<file path="src/rtl/wb_pkg.sv">
// Shared types for the writeback arbiter: control bundle, MemtoReg encoding, load funct3 codes.
package wb_pkg;

    typedef enum logic [1:0] {
        MTR_ALU = 2'd0,
        MTR_MEM = 2'd1,
        MTR_PC  = 2'd2,
        MTR_IMM = 2'd3
    } mtr_e;

    typedef struct packed {
        logic RegWrite;
        mtr_e MemtoReg;
        logic Jump;
    } wb_control_t;

    localparam logic [2:0] F3_LB  = 3'b000;
    localparam logic [2:0] F3_LH  = 3'b001;
    localparam logic [2:0] F3_LW  = 3'b010;
    localparam logic [2:0] F3_LBU = 3'b100;
    localparam logic [2:0] F3_LHU = 3'b101;

endpackage

</file>
<file path="src/rtl/wb_fifo.sv">
// Small circular FIFO for buffered late writes; exposes per-slot contents and occupancy
// so the owner can summarise what is still in flight.
module wb_fifo #(
    parameter int W     = 37,
    parameter int DEPTH = 4,
    localparam int PW   = $clog2(DEPTH),
    localparam int CW   = $clog2(DEPTH) + 1
) (
    input  logic               clk,
    input  logic               rst,
    input  logic               push,
    input  logic               pop,
    input  logic [W-1:0]       din,
    output logic [W-1:0]       dout,
    output logic               full,
    output logic               empty,
    output logic [CW-1:0]      count,
    output logic [PW-1:0]      head,
    output logic [DEPTH-1:0]   valid,
    output logic [DEPTH*W-1:0] entries
);

    localparam logic [CW-1:0] FULL_CNT = CW'(DEPTH);

    logic [W-1:0]  mem [DEPTH];
    logic [PW-1:0] rd_ptr;
    logic [PW-1:0] wr_ptr;

    // Pointers wrap naturally because DEPTH is a power of two.
    always_ff @(posedge clk) begin
        if (rst) begin
            rd_ptr <= '0;
            wr_ptr <= '0;
            count  <= '0;
        end else begin
            if (push) wr_ptr <= wr_ptr + 1'b1;
            if (pop)  rd_ptr <= rd_ptr + 1'b1;
            case ({push, pop})
                2'b10:   count <= count + 1'b1;
                2'b01:   count <= count - 1'b1;
                default: count <= count;
            endcase
        end
    end

    always_ff @(posedge clk) begin
        if (push) mem[wr_ptr] <= din;
    end

    always_comb begin
        logic [PW-1:0] off;
        valid   = '0;
        entries = '0;
        off     = '0;
        for (int i = 0; i < DEPTH; i++) begin
            off                 = PW'(i) - rd_ptr;
            valid[i]            = ({1'b0, off} < count);
            entries[i*W +: W]   = mem[i];
        end
    end

    assign dout  = mem[rd_ptr];
    assign head  = rd_ptr;
    assign full  = (count == FULL_CNT);
    assign empty = (count == '0);

endmodule

</file>
<file path="src/rtl/wb_arbiter.sv">
// Writeback arbiter: pipeline writes win, late results bypass or queue for idle slots.
// Define WB_LOAD_ALIGN_EN to enable byte/halfword load alignment and extension.
module wb_arbiter
    import wb_pkg::*;
#(
    parameter int XLEN  = 32,
    parameter int AW    = 5,
    parameter int DEPTH = 4
) (
    input  logic              clk,
    input  logic              rst,
    input  logic [XLEN-1:0]   alu_result,
    input  logic [XLEN-1:0]   pc_offset,
    input  logic [XLEN-1:0]   pc_incr,
    input  logic [XLEN-1:0]   immediate,
    input  logic [XLEN-1:0]   data_in,
    input  wb_control_t       wb_ctrl,
    input  logic [2:0]        ld_funct3,
    input  logic [1:0]        ld_addr_lo,
    input  logic [AW-1:0]     rd_addr_in,
    input  logic              lr_valid,
    output logic              lr_ready,
    input  logic [AW-1:0]     lr_rd,
    input  logic [XLEN-1:0]   lr_data,
    output logic              RegWrite,
    output logic [AW-1:0]     rd_addr_out,
    output logic [XLEN-1:0]   rd_data,
    output logic [2**AW-1:0]  pending_mask,
    output logic              fifo_full
);

    localparam int EW = AW + XLEN;
    localparam int PW = $clog2(DEPTH);
    localparam int CW = $clog2(DEPTH) + 1;
    localparam logic [CW-1:0] FULL_CNT = CW'(DEPTH);

    logic [XLEN-1:0]     load_val;
    logic [XLEN-1:0]     pipe_val;
    logic                pipe_active, slot_free, accept, bypass, push, pop;
    logic                full, empty;
    logic [CW-1:0]       fifo_count;
    logic [PW-1:0]       head;
    logic [DEPTH-1:0]    valid;
    logic [DEPTH*EW-1:0] entries;
    logic [EW-1:0]       head_entry;
    logic [2**AW-1:0]    mask_next;

`ifdef WB_LOAD_ALIGN_EN
    logic [XLEN-1:0] shifted;

    always_comb begin
        shifted = data_in >> {ld_addr_lo, 3'b000};
        case (ld_funct3)
            F3_LB:   load_val = {{(XLEN-8){shifted[7]}}, shifted[7:0]};
            F3_LH:   load_val = {{(XLEN-16){shifted[15]}}, shifted[15:0]};
            F3_LBU:  load_val = {{(XLEN-8){1'b0}}, shifted[7:0]};
            F3_LHU:  load_val = {{(XLEN-16){1'b0}}, shifted[15:0]};
            default: load_val = data_in;
        endcase
    end
`else
    logic unused_ld;
    assign unused_ld = ^{ld_funct3, ld_addr_lo};
    assign load_val  = data_in;
`endif

    always_comb begin
        case (wb_ctrl.MemtoReg)
            MTR_ALU: pipe_val = alu_result;
            MTR_MEM: pipe_val = load_val;
            MTR_PC:  pipe_val = wb_ctrl.Jump ? pc_incr : pc_offset;
            default: pipe_val = immediate;
        endcase
    end

    // A full FIFO can still take a late result when the head drains in the same cycle.
    assign pipe_active = !rst && wb_ctrl.RegWrite && (rd_addr_in != '0);
    assign slot_free   = !pipe_active;
    assign lr_ready    = !rst && (!full || (slot_free && fifo_count == FULL_CNT));
    assign accept      = lr_valid && lr_ready;
    assign pop         = !rst && slot_free && !empty;
    assign bypass      = slot_free && empty && accept && (lr_rd != '0);
    assign push        = accept && (lr_rd != '0) && !bypass;
    assign fifo_full   = full && !rst;

    wb_fifo #(
        .W     (EW),
        .DEPTH (DEPTH)
    ) u_fifo (
        .clk     (clk),
        .rst     (rst),
        .push    (push),
        .pop     (pop),
        .din     ({lr_rd, lr_data}),
        .dout    (head_entry),
        .full    (full),
        .empty   (empty),
        .count   (fifo_count),
        .head    (head),
        .valid   (valid),
        .entries (entries)
    );

    always_comb begin
        RegWrite    = 1'b0;
        rd_addr_out = '0;
        rd_data     = '0;
        if (pipe_active) begin
            RegWrite    = 1'b1;
            rd_addr_out = rd_addr_in;
            rd_data     = pipe_val;
        end else if (pop) begin
            RegWrite    = 1'b1;
            rd_addr_out = head_entry[XLEN +: AW];
            rd_data     = head_entry[XLEN-1:0];
        end else if (bypass) begin
            RegWrite    = 1'b1;
            rd_addr_out = lr_rd;
            rd_data     = lr_data;
        end
    end

    // Mask tracks the FIFO contents as they will be after this edge.
    always_comb begin
        mask_next = '0;
        for (int i = 0; i < DEPTH; i++) begin
            if (valid[i] && !(pop && PW'(i) == head))
                mask_next[entries[i*EW+XLEN +: AW]] = 1'b1;
        end
        if (push) mask_next[lr_rd] = 1'b1;
    end

    always_ff @(posedge clk) begin
        if (rst) pending_mask <= '0;
        else     pending_mask <= mask_next;
    end

endmodule

</file>
<file path="config.mk">
export PLATFORM = sky130hd
export DESIGN_NAME = wb_arbiter
export DESIGN_NICKNAME = d
export VERILOG_FILES = /design/src/rtl/wb_pkg.sv /design/src/rtl/wb_fifo.sv /design/src/rtl/wb_arbiter.sv
export SDC_FILE = /design/constraint.sdc
export NUM_CORES = 1
export LEC_CHECK = 0
export ABC_CLOCK_PERIOD_IN_PS = 4600
export BUFFER_PORTS_ARGS = -buffer_cell sky130_fd_sc_hd__buf_2
export CORE_UTILIZATION = 24
export DETAILED_ROUTE_END_ITERATION = 8
export GPL_TIMING_DRIVEN = 1
export MAX_ROUTING_LAYER = met4
export PLACE_DENSITY = 0.5
export SETUP_SLACK_MARGIN = 0.3
export SLEW_MARGIN = 20
export SYNTH_ARGS = -nofsm -noshare
export SYNTH_HDL_FRONTEND = slang
export SYNTH_SLANG_ARGS = --single-unit
</file>
<file path="constraint.sdc">
create_clock -name clk -period 4.6 [get_ports clk]
set_input_delay 0.92 -clock clk [delete_from_list [all_inputs] [get_ports clk]]
set_output_delay 0.92 -clock clk [all_outputs]
set_load 0.02 [all_outputs]
</file>
==> results by group <==
Status
  • Outcome: complete, but fails checks
  • Violated checks: DRC

Floorplanning
  • Total die area: 0.04269 sq mm
  • Die width: 206.6 um
  • Site Rows: 74
  • Core Footprint: 0.04102 sq mm
  • Chip height: 206.6 um
  • Boundary pin count: 286
  • Initial cell density of the core: 0.2450

Power
  • Worst-case vdd ir drop: 198.5 uV
  • Power density over cell area: 362.4 mW/mm^2
  • Tot Pwr: 4.632 mW
  • Lkg Pwr: 4.541 nW

Clocking
  • Number of buffers added to fix hold violations after cts: 0
  • Number of buffers on the longest clock path: 2
  • Clock sink count: 189
  • Clock latency on the worst-skew pair: 0.45 ns
  • Count of cells resized by post-cts repair: 0
  • Clock Pin Slew Worst Setup and Hold Paths: 0.07 ns
  • Clock tree from TritonCTS: done
  • Count of buffers added by post-CTS timing repair for setup: 0
  • Number of buffers inserted during clock tree synthesis: 17
  • Buffer cell driving the clock tree root: clkbuf_16
  • Max H-tree Level: 4

Critical path
  • Worst Path Arrival: 3.13 ns
  • Required time worst endpoint: 3.68 ns
  • Critical path start-end classification: primary input to output pin
  • Startpoint types: primary input
  • Critical path fanouts, max: 17
  • Endpoint class of the critical path: output pin

Place
  • Gpl congestion: 0.9516
  • Half-perimeter wire length after placement: 23210 um
  • Number of input and output port buffers inserted: 280
  • Post-Place Worst Slack: 0.4951 ns

Logic synthesis
  • Proportion of register bits with asynchronous set or reset after synthesis: 0
  • Average instance area after synthesis: 13.22 sq um
  • Yosys synthesis warning count: 0
  • Synthesized instance count: 760
  • Register area share after synthesis: 0.5240
  • EDFF count, synth: 148
  • Adder and majority gate portion of the synthesized area: 0.01818
  • Post-Synth Simple-Gate Area: 0.1171
  • Xor and xnor fraction of the mapped netlist area: 0.003487
  • Largest family of logic cells by synthesized area: multiplexers
  • Number of distinct library cells after synthesis: 55
  • Proportion of synthesized area in mux cells: 0.1929
  • Synth Area in Compound Gates: 0.1162
  • Most used flip-flop cell after synthesis: edfxtp_1
  • Post-Syn Nets: 988
  • Post-synthesis sequential element count: 189
  • Cell area after synthesis: 0.01005 sq mm

STA
  • Post-route clock skew: 0.009902 ns
  • Worst hold slack: 0.5617 ns
  • Number of max-slew violations in the final report: 0
  • Max-slew headroom: 0.3802
  • Max Freq: 0.2472 GHz
  • Worst-Margin Slew: 0.9212 ns
  • Setup repair after global routing missed its margin: no
  • Final setup viols: 0
  • Final worst-path setup slack: 0.5542 ns
  • Final setup TNS: 0 ns
  • Post-route minimum period: 4.046 ns
  • Number of hold violations in the final report: 0
  • Part of the cycle the worst path needs: 0.8795

Route
  • Post-detailed-routing wire length: 31740 um
  • Detail-routed net length per standard cell: 20.09 um
  • Residual antenna-violating net count after detailed routing: 0
  • Starting DRC count in detailed routing: 490
  • Vias per cell: 4.997
  • Post-route DRC: 10
  • Total vias in the final route: 7895
  • TritonRoute pass-1 iters: 7

Global routing
  • Via count of the first global-routing pass: 8091
  • Total global routing track utilization: 0.1569
  • Initial antenna violation count: 2
  • Grt total ovfl: 0
  • Maximum number of pins on one net before global-route repair: 44
  • Wire length of the first global-routing pass: 48240 um

Final layout
  • Most frequent standard cell in the layout excluding fill and tap cells: buf_2
  • Share of layout cells above drive strength 1: 0.4479
  • Area growth syn-to-layout: 27.22%
  • Number of filler cells placed in the layout: 4158
  • Leading cell types in the layout, fill and taps excluded: 280 x buf_2, 148 x edfxtp_1, 102 x nor2_1
  • Number of nets in the finished design: 1262

Job
  • Number of violations of the max-capacitance limit: 0

Hold path
  • Min-delay worst type: flip-flop to flip-flop
-- area by class of cell --
class	count	area [sq um]	share of cell area
Clock inverter	14	171.4	0.01341
Multi-Input combinational cell	501	4518	0.3535
Inverter	13	48.80	0.003818
Sequential cell	189	5268	0.4121
Timing Repair Buffer	312	1679	0.1314
Tap cell	532	665.6	0.05207
Clock buffer	18	429.2	0.03357
Antenna cell	1	2.502	0.0001958
-- registers in the layout (all words and copies together), names as in the netlist, named ones only --
| signal | flops |
|---|---|
| u_fifo.count | 3 |
| u_fifo.head | 2 |
| u_fifo.wr_ptr | 2 |
| pending_mask | 32 |
| u_fifo.mem | 148 |
-- power by group --
group	total [mW]	switching, mW	leakage [nW]	internal (mW)
Clock	1.50	0.723	0.291	0.778
Sequential	1.96	0.0568	1.67	1.90
Combinational	1.17	0.681	2.58	0.490
Total	4.63	1.46	4.54	3.17
-- through the flow --
stage          cell area, sq um  instances    util
2_1_floorplan             10050        760       -
3_3_place_gp              12180       1547  0.2969
3_5_place_dp              12180       1547  0.2969
4_1_cts                   12780       1579  0.3116
5_1_grt                   12780       1580  0.3116
6_report                  12780       1580  0.3116
-- cells in the mapped netlist, drive strengths merged (2+ instances only) --
master	number	area, sq um
a21oi	13	65.06
a31oi	26	162.7
nor2b	16	100.1
a222oi	2	20.02
nor2	102	382.9
a22oi	46	345.3
a41oi	2	17.52
inv	13	48.80
or3	4	30.03
buf	16	80.08
nor3b	6	56.31
and3	3	18.77
mux4	69	1554
mux2i	2	23.77
clkbuf	41	153.9
nand2b	6	37.54
nand2	42	157.7
edfxtp	148	4444
o311ai	2	17.52
nor4b	5	92.59
and3b	2	17.52
nand3	7	35.03
xnor2	2	17.52
nor4	10	77.57
mux2	32	360.4
nor3	17	110.1
and2	8	52.55
dfxtp	41	820.8
xor2	2	17.52
ha	13	162.7
a32oi	10	87.58
a221oi	38	332.8
-- layer usage --
metal / GRT usage / vias to the layer above / wire length, um
met3: 0.03375 / 49 / 1826
met5: - / - / 0
met4: 0.05016 / 0 / 677
met2: 0.2544 / 345 / 15680
met1: 0.1944 / 3899 / 13550
li1: - / 3602 / -
-- worst paths after layout --
| path | from | endpoint | slack (ns) | depth (start not counted) |
|---|---|---|---|---|
| max | rd_addr_in[3] | rd_data[16] | 0.55 | 7 |
| min | u_fifo.wr_ptr[1] | u_fifo.wr_ptr[1] | 0.56 | 2 |
| max reg2reg | u_fifo.count[2] | pending_mask[12] | 1.74 | 6 |
| min reg2reg | u_fifo.wr_ptr[1] | u_fifo.wr_ptr[1] | 0.56 | 2 |
-- cells by family (layout without fill, tap and decap cells) --
logic type,count (synthesis),after routing
xor+xnor,4,4
flops,189,189
simple gates,229,229
other cells,0,1
fa+ha+maj,14,14
compound gates,151,151
mux,103,103
buf+inv,70,357
-- worst max-delay path, stage by stage --
cell,delay (ns)
buf_2,0.10
or4_1,0.61
o211a_1,0.59
buf_4,0.37
a221oi_1,0.29
nor2_1,0.07
buf_2,0.16
Power figures use the tool's default switching activity.
